`src/rtl/step_pulse_pkg.sv`:
```
// Shared types and constants for the step pulse generator.
package step_pulse_pkg;

  // Sequencer states: waiting for a command, driving the pulse high, or
  // holding the pulse low for the rest of the period.
  typedef enum logic [1:0] {
    IDLE = 2'd0,
    HIGH = 2'd1,
    LOW  = 2'd2
  } state_t;

  // Value of the mode input / latched mode bit.
  localparam logic MODE_ONESHOT    = 1'b0;
  localparam logic MODE_CONTINUOUS = 1'b1;

endpackage

```
`src/rtl/step_phase_timer.sv`:
```
// Loadable down-counter that times one HIGH or LOW phase.
// The counter is one bit wider than the time fields so that any effective
// phase length derived from them fits without wrapping.
module step_phase_timer #(
  parameter int TIME_WIDTH = 16
) (
  input  logic                clock_in,
  input  logic                reset,
  input  logic                load,
  input  logic [TIME_WIDTH:0] load_value,
  input  logic                enable,
  output logic                zero
);

  localparam logic [TIME_WIDTH:0] TIMER_ONE = 1;

  logic [TIME_WIDTH:0] count;

  // Load has priority over counting; the counter parks at zero.
  // NOTE: sequential state is assigned with <= so every flop samples the
  // pre-edge values, independent of statement order.
  always_ff @(posedge clock_in) begin
    if (reset) begin
      count <= '0;
    end else if (load) begin
      count <= load_value;
    end else if (enable && !zero) begin
      count <= count - TIMER_ONE;
    end
  end

  assign zero = (count == '0);

endmodule

```
`src/rtl/step_pulse_generator.sv`:
```
// Step pulse generator: emits a programmable number of pulses (one-shot) or
// an endless pulse train (continuous), with period and high time given in
// clock_in cycles. The phase length is kept in a single shared down-counter.
module step_pulse_generator
  import step_pulse_pkg::*;
#(
  parameter int COUNT_WIDTH = 16,
  parameter int TIME_WIDTH  = 16
) (
  input  logic                   clock_in,
  input  logic                   reset,
  input  logic                   en,
  input  logic                   write,
  input  logic [COUNT_WIDTH-1:0] initial_count,
  input  logic [TIME_WIDTH-1:0]  period,
  input  logic [TIME_WIDTH-1:0]  high_time,
  input  logic                   mode,
  input  logic                   abort,
  output logic                   pulse_out,
  output logic                   busy,
  output logic                   tc,
  output logic                   done,
  output logic [COUNT_WIDTH-1:0] remaining
);

  localparam logic [TIME_WIDTH:0]    TIMER_ONE = 1;
  localparam logic [COUNT_WIDTH-1:0] COUNT_ONE = 1;

  // Effective high time: a zero high time still produces a one-cycle pulse.
  function automatic logic [TIME_WIDTH:0] eff_high(input logic [TIME_WIDTH-1:0] h);
    logic [TIME_WIDTH:0] hx;
    hx = {1'b0, h};
    return (hx == '0) ? TIMER_ONE : hx;
  endfunction

  // Effective low time: the period is stretched so LOW lasts at least one
  // cycle. eh + 1 needs the extra bit when high_time is all ones.
  function automatic logic [TIME_WIDTH:0] eff_low(input logic [TIME_WIDTH-1:0] p,
                                                  input logic [TIME_WIDTH-1:0] h);
    logic [TIME_WIDTH:0] px;
    logic [TIME_WIDTH:0] eh;
    logic [TIME_WIDTH:0] eff_period;
    px         = {1'b0, p};
    eh         = eff_high(h);
    eff_period = (px > eh) ? px : (eh + TIMER_ONE);
    return eff_period - eh;
  endfunction

  // Registered state and configuration.
  state_t                 state;
  logic [TIME_WIDTH-1:0]  cfg_period;
  logic [TIME_WIDTH-1:0]  cfg_high;
  logic                   cfg_mode;

  // Next-state values from the decision logic.
  state_t                 state_next;
  logic                   pulse_next;
  logic                   busy_next;
  logic                   done_next;
  logic [COUNT_WIDTH-1:0] remaining_next;
  logic                   cfg_load;

  // Phase timer controls.
  logic                   timer_load;
  logic [TIME_WIDTH:0]    timer_value;
  logic                   timer_dec;
  logic                   timer_zero;

  step_phase_timer #(
    .TIME_WIDTH (TIME_WIDTH)
  ) u_phase_timer (
    .clock_in   (clock_in),
    .reset      (reset),
    .load       (timer_load),
    .load_value (timer_value),
    .enable     (timer_dec),
    .zero       (timer_zero)
  );

  // State, outputs and configuration registers; reset wins over everything.
  // NOTE: the configuration registers are cleared on reset too, so no stale
  // period or mode survives into the next command.
  always_ff @(posedge clock_in) begin
    if (reset) begin
      state      <= IDLE;
      pulse_out  <= 1'b0;
      busy       <= 1'b0;
      done       <= 1'b0;
      remaining  <= '0;
      cfg_period <= '0;
      cfg_high   <= '0;
      cfg_mode   <= MODE_ONESHOT;
    end else begin
      state     <= state_next;
      pulse_out <= pulse_next;
      busy      <= busy_next;
      done      <= done_next;
      remaining <= remaining_next;
      if (cfg_load) begin
        cfg_period <= period;
        cfg_high   <= high_time;
        cfg_mode   <= mode;
      end
    end
  end

  // Next-state and phase-timer control. Abort beats write and en; with en
  // low everything holds, including a write that would start a sequence.
  // NOTE: every signal gets a default first so no path leaves one unassigned
  // and no latch is inferred.
  always_comb begin
    state_next     = state;
    pulse_next     = pulse_out;
    done_next      = 1'b0;
    remaining_next = remaining;
    cfg_load       = 1'b0;
    timer_load     = 1'b0;
    timer_value    = '0;
    timer_dec      = 1'b0;

    if (abort) begin
      state_next = IDLE;
      pulse_next = 1'b0;
    end else if (en) begin
      case (state)
        IDLE: begin
          if (write) begin
            cfg_load       = 1'b1;
            remaining_next = initial_count;
            if (mode == MODE_ONESHOT && initial_count == '0) begin
              done_next = 1'b1;
            end else begin
              state_next  = HIGH;
              pulse_next  = 1'b1;
              timer_load  = 1'b1;
              timer_value = eff_high(high_time) - TIMER_ONE;
            end
          end
        end

        HIGH: begin
          if (timer_zero) begin
            state_next  = LOW;
            pulse_next  = 1'b0;
            timer_load  = 1'b1;
            timer_value = eff_low(cfg_period, cfg_high) - TIMER_ONE;
            if (cfg_mode == MODE_ONESHOT) begin
              remaining_next = remaining - COUNT_ONE;
            end
          end else begin
            timer_dec = 1'b1;
          end
        end

        LOW: begin
          if (timer_zero) begin
            if (cfg_mode == MODE_ONESHOT && remaining == '0) begin
              state_next = IDLE;
              done_next  = 1'b1;
            end else begin
              state_next  = HIGH;
              pulse_next  = 1'b1;
              timer_load  = 1'b1;
              timer_value = eff_high(cfg_high) - TIMER_ONE;
            end
          end else begin
            timer_dec = 1'b1;
          end
        end

        default: begin
          state_next = IDLE;
          pulse_next = 1'b0;
        end
      endcase
    end

    busy_next = (state_next != IDLE);
  end

  assign tc = (remaining == '0);

endmodule

```
`config.mk`:
```
export PLATFORM = sky130hd
export DESIGN_NAME = step_pulse_generator
export DESIGN_NICKNAME = d
export VERILOG_FILES = /design/src/rtl/step_pulse_pkg.sv /design/src/rtl/step_phase_timer.sv /design/src/rtl/step_pulse_generator.sv
export SDC_FILE = /design/constraint.sdc
export NUM_CORES = 1
export LEC_CHECK = 0
export BUFFER_PORTS_ARGS = -buffer_cell sky130_fd_sc_hd__buf_2
export CORE_AREA = 2 2 133 135
export DETAILED_ROUTE_END_ITERATION = 8
export DIE_AREA = 0 0 135 137
export GPL_ROUTABILITY_DRIVEN = 0
export PLACE_DENSITY = 0.56
export SYNTH_ARGS = -nofsm -noshare
export SYNTH_HDL_FRONTEND = slang
export SYNTH_SLANG_ARGS = --single-unit
```
`constraint.sdc`:
```
create_clock -name clock_in -period 6.4 [get_ports clock_in]
set_clock_uncertainty 0.15 [all_clocks]
set_input_delay 0.32 -clock clock_in [delete_from_list [all_inputs] [get_ports clock_in]]
set_output_delay 0.32 -clock clock_in [all_outputs]
set_load 0.005 [all_outputs]
```
==> results.md <==
- Logic pwr share: 42.1%
- Die width: 135 microns
- Total gr overflow: 0
- Share of the synthesized area in the top cell type: 24.3%
- Clock Latency Late Sink: approximately 350 ps
- Post-synth top cells: nand2_1 (138), a21oi_1 (88), dfxtp_1 (71)
- Crit. End Element: register
- Type of origin of the critical path: register
- Actual slew at the worst max-slew pin: 936 ps
- Total track usage: 19.7%
- Post-CTS setup buffer count: 0
- Top-count cell post-synth: nand2_1
- CTS Root Cell: clkbuf_16
- Core area: 17100 sq um
- Max-cap viol count: 0
- Slew Limit Fails: 0
- Mapped Cells: between 700 and 800
- Number of DRC markers in iteration 0: 460
- Yosys top cell by area: dfxtp_1
- Clock-pin slew on the worst setup and hold paths: 60 ps
- Setup TNS: 0 ps
- First-pass GRT wire length: between 20000 and 30000 microns
- RSZ-0062 raised after global routing: false
- Residual DRC count: 0
- CP max FO: 21
- Num CTS Buffers: 9
- Area Overhead vs Synth: 15.2%
- Die height: 137 microns
- # IOs: 74
- Mapped Nets: 893
- Worst Hold Class: primary input to register
- Avg Cell Area, Syn: approximately 7.3 sq um
- Initial antenna violation count: 0
- Vias in the first global route: 5415
- Clock sinks: 71
- NetSw: 0.712 mW
- Leakage power: 2.60 nW
- Via density per instance: 5.46
- Pint: 1.19 mW
- Flop pwr share: 25.6%
- CTS Hold Bufs: 0
- DP HPWL: ~13000 microns
- Post-route ant nets: 0
- Ys flop type: dfxtp_1
- Ranking of synthesized cells by area: dfxtp_1 (24%), nand2_1 (8.9%), ha_1 (8.6%)
- Asr flop ratio synth: 0%
- Switch share: 37.4%
- Vias: between 5000 and 6000
- H-tree depth: 3
- Drt wl/cell: 16.5 microns
- Synth warnings: 0
- Hold Vio Cnt, Final: 0
- Slew headroom: 37.6%
- Setup Viol. Count Final: 0
- Clock Tree Buf Depth: 2
- Share of cells above drive strength 1: 14.1%
- Yosys cell types: between 70 and 80
- CP required: 6490 ps
- Yosys reg bits: 71
- # port buffers: 73
- Layout net count: 947
- Final min period: between 5000 and 6000 ps
- Critical path arrival: 5280 ps
- TritonRoute pass-1 iters: 5
- Pin count of the biggest net entering global routing: 72
- Outcome: complete, no violations
- Tcrit/Tclk final: 81.1%
- Initial core utilization: between 30% and 40%
- CP Class: register to register
- F_max: 0.193 GHz
- Ant diodes: 0
- Resized cells post-CTS: 0
- Clock network fraction of design power: approximately 32%
- Max IR drop VDD: between 0.00015 and 0.0002 V
- Sequential fraction of the synthesis area: 24.3%
- Post-synth EDFFs: 0
- Syn Std Cell Area: between 5000 and 6000 sq um
- Die ar.: 18500 sq um
- Core Rows: 48
- PD cells: 283 nW/um^2
- Final WL: 17900 microns
- Hold slack: 52.7 ps
- CTS tree: done
==> flip-flops by register name, indices dropped and copies added, names as in the netlist <==
signal               count
busy                     1
cfg_high                16
u_phase_timer.count     17
pulse_out                1
cfg_mode                 1
cfg_period              16
done                     1
state                    2
remaining               16
==> cells in the final DEF (no fill, tap or decap), types with 25 or more instances in the layout <==
cell	n
dfxtp_1	71
nor2_1	65
nor3_1	26
buf_2	73
nand2_1	138
o21ai_0	29
ha_1	40
inv_1	25
a21oi_1	88
xnor2_1	44
==> stage by stage <==
step	setup WS [ps]	total power [mW]	std cells	util [%]	cell area (sq um)
5_1_grt	893	2.02	1082	39.5	6730
3_5_place_dp	1280	1.29	1066	37.4	6370
6_report	1210	1.90	1082	39.5	6730
4_1_cts	1270	1.90	1082	39.5	6730
3_3_place_gp	1320	1.29	1066	37.4	6370
2_1_floorplan	1550	1.08	798	-	5840
==> worst paths after layout <==
kind	start	end	cells after the start	slack, ps
setup reg to reg	cfg_high[15]	u_phase_timer.count[13]	19	1210
hold reg to reg	cfg_period[0]	cfg_period[0]	2	300
hold / removal	period[4]	cfg_period[4]	3	50
setup / recovery	cfg_high[15]	u_phase_timer.count[13]	19	1210
==> per-layer routing <==
metal / GRT usage, % / up-vias / wire length [microns]
met2: 30.1 / 130 / 8040
met5: 0 / - / 0
met4: 6.48 / 0 / 314
li1: - / 2988 / -
met1: 28.3 / 2764 / 8900
met3: 2.93 / 21 / 621
==> worst max-delay path, stage by stage, from the launching register on <==
cell,delay [ps]
dfxtp_1,360
or4_1,610
nor3_1,230
buf_4,180
a21o_1,240
ha_1,190
o21ai_0,90
a31oi_1,210
o21ai_0,150
nand2_1,240
buf_4,290
mux2_2,360
ha_1,210
nor3_1,160
o21ai_0,130
a31oi_1,410
o21ai_0,280
a21oi_1,230
nor3_1,60
o31a_1,290
==> power groups by stage <==
| stage | combinational (mW) | clock [mW] | sequential [mW] |
|---|---|---|---|
| after CTS | 0.793 | 0.624 | 0.487 |
| after global routing | 0.888 | 0.642 | 0.491 |
| after global placement | 0.789 | 0 | 0.497 |
| after floorplan | 0.595 | 0 | 0.489 |
| after detailed placement | 0.788 | 0 | 0.497 |
| final | 0.801 | 0.616 | 0.487 |
==> logic make-up after synthesis <==
group	after synthesis	share of synthesized area, %
buf+inv	64	4.60
simple gates	334	27.4
mux	7	1.31
compound gates	219	24.2
xor+xnor	62	9.30
flops	71	24.3
fa+ha+maj	41	8.91
==> layout make-up <==
type / count / area, sq um
multi-input combinational: 663 / 4150
inverter: 27 / 101
clock buffer: 11 / 253
timing repair buffer: 80 / 418
fill: 1883 / 10300
clock inverter: 5 / 104
tap: 225 / 282
sequential: 71 / 1420
(Power assumes the default switching activity.)
